[src/rtl/space_invaders_pkg.sv]
// Shared Space Invaders constants and types: screen geometry, player row, and player-missile tuning.
// Holds no logic; the player, player_bullet and color_mapper blocks import it.
package space_invaders_pkg;

    typedef enum logic [1:0] {BS_IDLE, BS_FLYING, BS_COOLDOWN} bullet_state_t;

    localparam logic [1:0] ST_IDLE     = 2'(BS_IDLE);
    localparam logic [1:0] ST_FLYING   = 2'(BS_FLYING);
    localparam logic [1:0] ST_COOLDOWN = 2'(BS_COOLDOWN);

    localparam int unsigned SCREEN_W = 640;
    localparam int unsigned SCREEN_H = 480;
    localparam logic [9:0]  PLAYER_Y = 10'd450;

    localparam logic [9:0] BULLET_Y_START  = 10'd440;
    localparam logic [9:0] BULLET_Y_MIN    = 10'd0;
    localparam logic [9:0] BULLET_Y_STEP   = 10'd4;
    localparam logic [7:0] COOLDOWN_FRAMES = 8'd8;

endpackage

[src/rtl/player_bullet_if.sv]
// Player-missile bundle: fire request and hit report in, bullet position and status out.
// The master side belongs to the player and collision logic; the slave side is player_bullet.
interface player_bullet_if;
    logic       shoot_bullet;
    logic [9:0] player_X;
    logic       bullet_hit;
    logic [9:0] bullet_X;
    logic [9:0] bullet_Y;
    logic       bullet_active;
    logic       hit_pulse;

    modport master (
        output shoot_bullet, player_X, bullet_hit,
        input  bullet_X, bullet_Y, bullet_active, hit_pulse
    );

    modport slave (
        input  shoot_bullet, player_X, bullet_hit,
        output bullet_X, bullet_Y, bullet_active, hit_pulse
    );
endinterface

[src/rtl/player_bullet.sv]
// Single player missile: launches at player_X, climbs one step per frame, and retires on a hit or at the top. It accepts no backpressure.
// All outputs are registered, and a launch shows on the same edge as the shot. Define BULLET_COOLDOWN_EN to lock out re-fire for a few frames.
module player_bullet
    import space_invaders_pkg::*;
#(
    parameter logic [9:0] Y_START = BULLET_Y_START,
    parameter logic [9:0] Y_MIN   = BULLET_Y_MIN,
    parameter logic [9:0] Y_STEP  = BULLET_Y_STEP
`ifdef BULLET_COOLDOWN_EN
    ,
    parameter logic [7:0] CD_FRAMES = COOLDOWN_FRAMES
`endif
) (
    input  logic            frame_clk,
    input  logic            Reset,
    player_bullet_if.slave  bif
);

`ifdef BULLET_COOLDOWN_EN
    localparam logic [1:0] ST_RETIRE = ST_COOLDOWN;
    // Zero frames is treated as a single frame of lockout.
    localparam logic [7:0] CD_LOAD = (CD_FRAMES == 8'd0) ? 8'd0 : (CD_FRAMES - 8'd1);
    logic [7:0] cd_cnt;
`else
    localparam logic [1:0] ST_RETIRE = ST_IDLE;
`endif

    logic [1:0] state;
    logic [9:0] x_q;
    logic [9:0] y_q;
    logic       active_q;
    logic       hit_q;
    logic       off_top;

    // Compare at 11 bits before stepping, so Y never wraps past the top.
    assign off_top = ({1'b0, y_q} < ({1'b0, Y_MIN} + {1'b0, Y_STEP}));

    always_ff @(posedge frame_clk or posedge Reset) begin
        if (Reset) begin
            state    <= ST_IDLE;
            x_q      <= 10'd0;
            y_q      <= Y_START;
            active_q <= 1'b0;
            hit_q    <= 1'b0;
`ifdef BULLET_COOLDOWN_EN
            cd_cnt   <= 8'd0;
`endif
        end else begin
            hit_q <= 1'b0;
            case (state)
                ST_IDLE: begin
                    if (bif.shoot_bullet) begin
                        x_q      <= bif.player_X;
                        y_q      <= Y_START;
                        active_q <= 1'b1;
                        state    <= ST_FLYING;
                    end
                end
                ST_FLYING: begin
                    if (bif.bullet_hit) begin
                        active_q <= 1'b0;
                        hit_q    <= 1'b1;
                        state    <= ST_RETIRE;
`ifdef BULLET_COOLDOWN_EN
                        cd_cnt   <= CD_LOAD;
`endif
                    end else if (off_top) begin
                        active_q <= 1'b0;
                        state    <= ST_RETIRE;
`ifdef BULLET_COOLDOWN_EN
                        cd_cnt   <= CD_LOAD;
`endif
                    end else begin
                        y_q <= y_q - Y_STEP;
                    end
                end
`ifdef BULLET_COOLDOWN_EN
                ST_COOLDOWN: begin
                    if (cd_cnt == 8'd0) begin
                        state <= ST_IDLE;
                    end else begin
                        cd_cnt <= cd_cnt - 8'd1;
                    end
                end
`endif
                default: state <= ST_IDLE;
            endcase
        end
    end

    assign bif.bullet_X      = x_q;
    assign bif.bullet_Y      = y_q;
    assign bif.bullet_active = active_q;
    assign bif.hit_pulse     = hit_q;

endmodule

[src/flat_wrapper.sv]
// flat-port wrapper written by rule: the top's interface ports become plain ports
module player_bullet_flat import space_invaders_pkg::*;
#(
    parameter logic [9:0] Y_START = BULLET_Y_START,
    parameter logic [9:0] Y_MIN   = BULLET_Y_MIN,
    parameter logic [9:0] Y_STEP  = BULLET_Y_STEP

)
  (frame_clk, Reset, bif_shoot_bullet, bif_player_X, bif_bullet_hit, bif_bullet_X, bif_bullet_Y, bif_bullet_active, bif_hit_pulse);
  player_bullet_if bif_i ();
  input  logic frame_clk;
  input  logic Reset;
  input wire logic [$bits(bif_i.shoot_bullet)-1:0] bif_shoot_bullet;
  input wire logic [$bits(bif_i.player_X)-1:0] bif_player_X;
  input wire logic [$bits(bif_i.bullet_hit)-1:0] bif_bullet_hit;
  output wire logic [$bits(bif_i.bullet_X)-1:0] bif_bullet_X;
  output wire logic [$bits(bif_i.bullet_Y)-1:0] bif_bullet_Y;
  output wire logic [$bits(bif_i.bullet_active)-1:0] bif_bullet_active;
  output wire logic [$bits(bif_i.hit_pulse)-1:0] bif_hit_pulse;
  assign bif_i.shoot_bullet = bif_shoot_bullet;
  assign bif_i.player_X = bif_player_X;
  assign bif_i.bullet_hit = bif_bullet_hit;
  assign bif_bullet_X = bif_i.bullet_X;
  assign bif_bullet_Y = bif_i.bullet_Y;
  assign bif_bullet_active = bif_i.bullet_active;
  assign bif_hit_pulse = bif_i.hit_pulse;
  player_bullet #(.Y_START(Y_START), .Y_MIN(Y_MIN), .Y_STEP(Y_STEP)) u_core (.frame_clk(frame_clk), .Reset(Reset), .bif(bif_i));
endmodule
[config.mk]
export PLATFORM = sky130hd
export DESIGN_NAME = player_bullet_flat
export DESIGN_NICKNAME = d
export VERILOG_FILES = /design/src/rtl/space_invaders_pkg.sv /design/src/rtl/player_bullet_if.sv /design/src/rtl/player_bullet.sv /design/src/flat_wrapper.sv
export SDC_FILE = /design/constraint.sdc
export NUM_CORES = 1
export LEC_CHECK = 0
export CAP_MARGIN = 40
export CORE_ASPECT_RATIO = 0.7
export CORE_MARGIN = 8
export CORE_UTILIZATION = 42
export DETAILED_ROUTE_END_ITERATION = 10
export PLACE_DENSITY = 0.83
export RECOVER_POWER = 50
export SYNTH_ARGS = -nofsm -noshare
export SYNTH_HDL_FRONTEND = slang
export SYNTH_SLANG_ARGS = --single-unit
[constraint.sdc]
create_clock -name frame_clk -period 2.45 [get_ports frame_clk]
set_input_delay 0.49 -clock frame_clk [delete_from_list [all_inputs] [get_ports frame_clk]]
set_output_delay 0.49 -clock frame_clk [all_outputs]
set_load 0.03 [all_outputs]
==> results of run 1 <==
==> registers in the layout (all words and copies together), names as in the netlist <==
register	flops
u_core.bif.bullet_X	10
u_core.bif.bullet_Y	8
u_core.bif.hit_pulse	1
u_core.state	1
==> layout make-up <==
| cell class | count | area share |
|---|---|---|
| multi-input combinational | 44 | 0.2784 |
| tap | 24 | 0.02369 |
| clock buffer | 4 | 0.02863 |
| inverter | 3 | 0.008884 |
| sequential | 20 | 0.3998 |
| timing repair buffer | 33 | 0.2606 |
==> through the flow <==
| stage | utilization | hold WS [ps] |
|---|---|---|
| finish | 0.6080 | 519.0 |
| global route | 0.6080 | 530.6 |
| CTS | 0.6104 | 523.8 |
| detailed placement | 0.5930 | 496.4 |
| global placement | 0.5930 | 489.6 |
| floorplan | - | 450.1 |
==> cells in the mapped netlist, types with 2 or more instances <==
cell and instances:
sky130_fd_sc_hd__nor2_1 6, sky130_fd_sc_hd__mux2_2 10, sky130_fd_sc_hd__nor3_1 2, sky130_fd_sc_hd__mux2i_1 2, sky130_fd_sc_hd__inv_1 3, sky130_fd_sc_hd__buf_4 2
sky130_fd_sc_hd__a31oi_1 3, sky130_fd_sc_hd__a211oi_1 2, sky130_fd_sc_hd__dfrtp_1 15, sky130_fd_sc_hd__dfstp_2 5, sky130_fd_sc_hd__buf_2 2
==> cell families (layout without fill, tap and decap cells) <==
kind of cell | count (synthesis) | after routing | synth area share
xor gates and xnor gates | 2 | 2 | 0.01953
DFF | 20 | 20 | 0.5649
and+or+nand+nor | 20 | 20 | 0.1423
adders and majority gates | 1 | 1 | 0.01394
buffers and inverters | 7 | 40 | 0.04044
muxes | 13 | 13 | 0.1646
AOI/OAI and AO/OA | 6 | 6 | 0.05021
other | 1 | 2 | 0.004180
==> power by group through the flow <==
stage | logic [mW] | registers (mW) | clock network, mW
after global routing | 0.379 | 0.438 | 0.205
after CTS | 0.364 | 0.432 | 0.196
after detailed placement | 0.363 | 0.437 | 0
final | 0.357 | 0.428 | 0.189
after floorplan | 0.100 | 0.547 | 0
after global placement | 0.360 | 0.435 | 0
==> final timing paths <==
kind	to	cells after the start
hold reg to reg	u_core.bif.bullet_X[0]	1
hold / removal	u_core.bif.bullet_X[0]	1
setup reg to reg	u_core.bif.bullet_Y[9]	6
setup / recovery	bif_bullet_Y[7]	1
max in group asynchronous	u_core.bif.bullet_X[7]	2
min in group asynchronous	u_core.bif.bullet_X[8]	2
==> per-layer routing <==
layer  wire length [µm]  global-route usage
met5                  0                   0
met4                 27             0.05137
met2                896              0.1760
met1                809              0.1128
met3                171             0.05119
==> reports/results.md, run 1 <==
## Layout
* area occupied by multi-input gates: 352.8 µm²
* most used cells in the layout excluding fill and tap cells: sky130_fd_sc_hd__clkdlybuf4s50_1 (30), sky130_fd_sc_hd__dfrtp_1 (15), sky130_fd_sc_hd__mux2_2 (10)
* post-layout instance count excluding filler cells: 128
* post-layout instance area: 1267 µm²
* Layout Area Growth over Synthesis: 41.28%
* n_diodes: 0
* most common cell after layout, fill and taps aside: sky130_fd_sc_hd__clkdlybuf4s50_1
* number of nets at the end of the flow: 120
* area of all sequential standard cells: 506.7 µm²
* Fillers: 176
* ratio of cells with drive above 1 in the final layout: 0.2308

## Setup path
* CP Max Fanout: 6
* Top delay family on crit path: buffers and inverters
* worst setup path start: u_core.bif.bullet_Y[7]
* delay of the slowest cell on the worst path: 690 ps
* CP cell instances: clkdlybuf4s50_1
* cell type of the slowest stage on the worst timing path: sky130_fd_sc_hd__clkdlybuf4s50_1
* startpoint of the worst-slack reg-to-reg timing path: u_core.bif.bullet_Y[3]
* critical path launch point type: register
* number of buffer and inverter instances along the worst setup path: 1
* R2R Setup Slk: 570 ps
* Data arrival, critical path: 1580 ps
* data required time of the critical path: 1960 ps
* CP endpoint kind: output port
* critical path class: reg -> out

## Clock network
* H-Tree Level Count: 1
* CTS tree: done
* worst-case clock buffer depth: 2
* clock root buffer: sky130_fd_sc_hd__clkbuf_4
* clock transition at the register clock pins on the worst setup and hold paths after CTS: 110 ps
* number of buffers added for setup after CTS: 0
* Resized cells post-CTS: 0
* number of clock sinks: 20
* clock network latency to the later pin of the worst-skew pair: 300 ps
* number of buffers created by CTS: 3
* count of hold buffers inserted by post-cts repair: 0

## Global route
* wire length of the first global-routing pass: 3105 µm
* number of antenna violations at the first check in global routing: 0
* Total GRT Usage: 0.1052
* maximum number of pins on one net before global-route repair: 21
* vias in the first global route: 655
* global route overflow: 0

## Pwr
* switching power summed over all nets: 0.3280 mW
* part of the total power dissipated in the clock network: 0.194
* portion of total power attributed to sequential cells: 0.440
* leakage power total: 0.5331 nW
* final total power: 0.9742 mW
* proportion of power drawn by combinational gates: 0.366
* net switching share of the total power: 0.3367
* largest voltage drop on the vdd net: 0.3666 mV
* total internal power: 0.6462 mW
* ratio of total power to cell area: 768.6 nW/µm²

## Drt
* routed length per placed instance: 14.88 µm
* Iteration-0 DRC Markers: 23
* DR pass1 iterations: 2
* DRC violations left: 0
* Via density: 5.047
* via count: 646
* drt total wl: 1904 µm
* number of nets with antenna violations after routing: 0

## Floorplanning
* floorplan die width: 71.24 µm
* I/O pin count: 36
* area of the die: 3894 µm²
* row count: 14
* die height: 54.67 µm
* effective utilization at floorplan: 0.4304
* placeable core region: 2085 µm²

## STA
* final count of hold timing violations: 0
* smallest setup slack after layout: 377.8 ps
* final clock skew: 6.583 ps
* Relative slew margins: 0.5013
* share of the clock period used by the worst path after layout: 0.8458
* RSZ-0062 raised after global routing: no
* maximum clock frequency: 482.6 MHz
* transition time at the pin with the least slew margin: 747.2 ps
* setup total negative slack: 0 ps
* Finish-stage setup viols: 0
* Pins Over Slew Limit: 0
* Final min period: 2072 ps

## Place
* half-perimeter wire length after placement: 1450 µm
* Placed Instances: 124
* count of input and output buffers: 33
* pre-CTS setup slack: 373.5 ps
* instance area at placement: 1236 µm²
* final RePlAce weighted congestion: 0.7899

## Synth
* post-synthesis cell count: 70
* count of cell types in the netlist: 29
* area share of the largest cell type after synthesis: 0.4184
* post-synth top area cell: sky130_fd_sc_hd__dfrtp_1
* Avg Inst Size Synth: 12.82 µm²
* Yosys warning count: 0
* asr flop ratio synth: 1.000
* share of synthesized area occupied by flip-flops and latches: 0.5649
* number of flops mapped to enable cells by yosys: 0
* number of register bits inferred by synthesis: 20
* predominant post-synthesis flop cell: sky130_fd_sc_hd__dfrtp_1
* Cell Area, Synth: 897.1 µm²
* largest cells by area after synthesis: sky130_fd_sc_hd__dfrtp_1 (42%), sky130_fd_sc_hd__dfstp_2 (15%), sky130_fd_sc_hd__mux2_2 (13%)

## Outcome
* status: finished, final reports clean

## Hold path
* startpoint of the worst hold path: u_core.bif.bullet_X[0]
* hold crit path type: reg -> reg

## Flow run
* number of max-cap violations: 0

Note: power is estimated with default switching activity, not from simulation.
==> run 2, diff against run 1 <==
Settings changed: CORE_UTILIZATION 42 to 37, PLACE_DENSITY 0.83 to 0.78.
Clock period 2.45 ns to 1.7 ns, I/O delays scaled along.
==> reports/results.md, run 2 (synthesized netlist as in run 1, its figures left out) <==
## Outcome
* status: finished, final reports clean

## STA
* final count of hold timing violations: 0, unchanged
* hold slack: 506.0 ps, -13.04 ps
* transition time at the pin with the least slew margin: 1078 ps, +330.9 ps
* Final min period: 1637 ps
* final clock skew: 3.074 ps, -3.509 ps
* maximum clock frequency: 611.0 MHz
* Finish-stage setup viols: 0, unchanged
* Relative slew margins: 0.2813, -0.2200
* Pins Over Slew Limit: 0, unchanged
* RSZ-0062 raised after global routing: no
* share of the clock period used by the worst path after layout: 0.9627

## Layout
* post-layout instance count excluding filler cells: 143, +12%
* number of nets at the end of the flow: 125, +4.2%
* most used cells in the layout excluding fill and tap cells: sky130_fd_sc_hd__dfrtp_1 (15), sky130_fd_sc_hd__clkdlybuf4s50_1 (11), sky130_fd_sc_hd__mux2_2 (10), sky130_fd_sc_hd__dlygate4sd2_1 (10), sky130_fd_sc_hd__dlymetal6s2s_1 (7)
* ratio of cells with drive above 1 in the final layout: 0.2844, +0.05363
* most common cell after layout, fill and taps aside: sky130_fd_sc_hd__dfrtp_1
* max reg flops: 10, unchanged
* n_diodes: 0, unchanged
* Layout Area Growth over Synthesis: 49.37%

## Clock network
* H-Tree Level Count: 1, unchanged
* number of buffers created by CTS: 3, unchanged
* CTS tree: done
* number of clock sinks: 20, unchanged
* worst-case clock buffer depth: 2, unchanged
* clock network latency to the later pin of the worst-skew pair: 300 ps, about the same
* clock root buffer: sky130_fd_sc_hd__clkbuf_4
* count of hold buffers inserted by post-cts repair: 0, unchanged
* clock transition at the register clock pins on the worst setup and hold paths after CTS: 110 ps, about the same

## Setup path
* CP Max Fanout: 5, -1
* Top delay family on crit path: flip-flops
* Worst Reg2Reg Path Length in Cells: 6, unchanged
* critical path class: reg -> out
* Data arrival, critical path: 1300 ps, -280 ps
* CP cell instances: dlygate4sd2_1
* CP endpoint kind: output port
* R2R Setup Slk: 80 ps, -490 ps
* data required time of the critical path: 1360 ps, -600 ps
* cell type of the slowest stage on the worst timing path: sky130_fd_sc_hd__dfstp_2
* critical path launch point type: register
* number of buffer and inverter instances along the worst setup path: 1, unchanged
* startpoint of the worst-slack reg-to-reg timing path: u_core.bif.bullet_Y[2]
* Worst R2R End: u_core.bif.bullet_Y[8]
* delay of the slowest cell on the worst path: 590 ps, -100 ps

## Hold path
* startpoint of the worst hold path: u_core.state[0]
* Min-Delay Path Depth: 1, unchanged
* hold crit path type: reg -> reg
* worst hold endpoint: u_core.bif.bullet_Y[3]

## Floorplanning
* effective utilization at floorplan: 0.3764, -0.05399
* floorplan die width: 74.86 µm, +5.1%
* placeable core region: 2384 µm², +14%
* row count: 15, +1
* I/O pin count: 36, unchanged
* area of the die: 4281 µm², +9.9%
* die height: 57.20 µm, +4.6%

## Drt
* Iteration-0 DRC Markers: 24, +4.3%
* number of nets with antenna violations after routing: 0, unchanged
* DR pass1 iterations: 2, unchanged
* Via density: 4.678, -7.3%
* routed length per placed instance: 14.66 µm, -1.4%
* DRC violations left: 0, unchanged
* drt total wl: 2097 µm, +10%
* via count: 669, +3.6%

## Global route
* global route overflow: 0, unchanged
* wire length of the first global-routing pass: 3381 µm, +8.9%
* vias in the first global route: 749, +14%
* maximum number of pins on one net before global-route repair: 21, unchanged
* Total GRT Usage: 0.1044, -0.0008034
* number of antenna violations at the first check in global routing: 0, unchanged

## Place
* count of input and output buffers: 33, unchanged
* half-perimeter wire length after placement: 1651 µm, +14%
* final RePlAce weighted congestion: 0.7570, -4.2%
* Placed Instances: 139, +12%

## Pwr
* leakage power total: 0.6436 nW, +21%
* largest voltage drop on the vdd net: 0.5795 mV, +58%
* ratio of total power to cell area: 1052 nW/µm², +37%

## Flow run
* number of max-cap violations: 0, unchanged

==> run 2: cell count changes in the layout (fill, tap and decap cells not counted), moves of 2 or more <==
| cell | before | now |
|---|---|---|
| sky130_fd_sc_hd__clkdlybuf4s50_1 | 30 | 11 |
| sky130_fd_sc_hd__clkbuf_1 | 0 | 3 |
| sky130_fd_sc_hd__dlygate4sd2_1 | 0 | 10 |
| sky130_fd_sc_hd__clkdlybuf4s15_1 | 0 | 2 |
| sky130_fd_sc_hd__dlymetal6s2s_1 | 0 | 7 |
| sky130_fd_sc_hd__buf_4 | 0 | 3 |
==> run 2: power by group <==
part | leakage [nW] | switching (mW) | internal, mW | total [mW]
combinational | 0.388 | 0.294 | 0.225 | 0.519
sequential | 0.235 | 0.0550 | 0.565 | 0.619
clock | 0.0210 | 0.140 | 0.131 | 0.271
==> run 2: cell type report <==
class | count | area (µm²)
flip-flops and latches | 20 | 506.7
inverters | 3 | 11.26
clock buffers | 4 | 36.28
repair buffers | 38 | 359.1
fillers | 226 | 1044
multi-input cells | 44 | 384.1
well taps | 34 | 42.54
==> run 2: worst register-to-register path, delay by kind of cell (launching register included) <==
family                     cells  cell delay (ps)
buffers and inverters          1              100
and+or+nand+nor                3              720
DFF                            1              430
muxes                          1              160
adders and majority gates      1              140
==> run 2: timing repair <==
action / CTS / global route
setup buffers: 0 / 0
endpoints found under the setup margin: 12 / 10
resized for setup: 12 / 10
==> run 2: how the worst max path moves through the flow <==
stage                           startpoint                endpoint  cells past startpoint
floorplan           u_core.bif.bullet_Y[3]  u_core.bif.bullet_Y[9]                      6
global placement            bif_bullet_hit         u_core.state[0]                      5
detailed placement          bif_bullet_hit  u_core.bif.bullet_Y[5]                      6
CTS                 u_core.bif.bullet_X[6]         bif_bullet_X[6]                      1
global route        u_core.bif.bullet_Y[7]         bif_bullet_Y[7]                      1
finish              u_core.bif.bullet_Y[8]         bif_bullet_Y[8]                      1
==> run 2: stage by stage <==
step | utilization | instance area (µm²) | total power, mW | setup TNS [ps] | setup WS, ps
after global placement | 0.5559 | 1325 | 1.191 | -64.87 | -41.94
after detailed placement | 0.5559 | 1325 | 1.210 | -244.2 | -81.77
after CTS | 0.5648 | 1346 | 1.459 | 0 | 0.4345
after global routing | 0.5622 | 1340 | 1.493 | 0 | 1.119
after floorplan | - | 927.1 | 0.9544 | -35.83 | -35.83
final | 0.5622 | 1340 | 1.410 | 0 | 63.42
==> run 2: layer usage <==
metal,track usage,part of all wire
met5,0,0
met1,0.1146,0.40
met3,0.04196,0.064
met2,0.1671,0.50
met4,0.05556,0.037
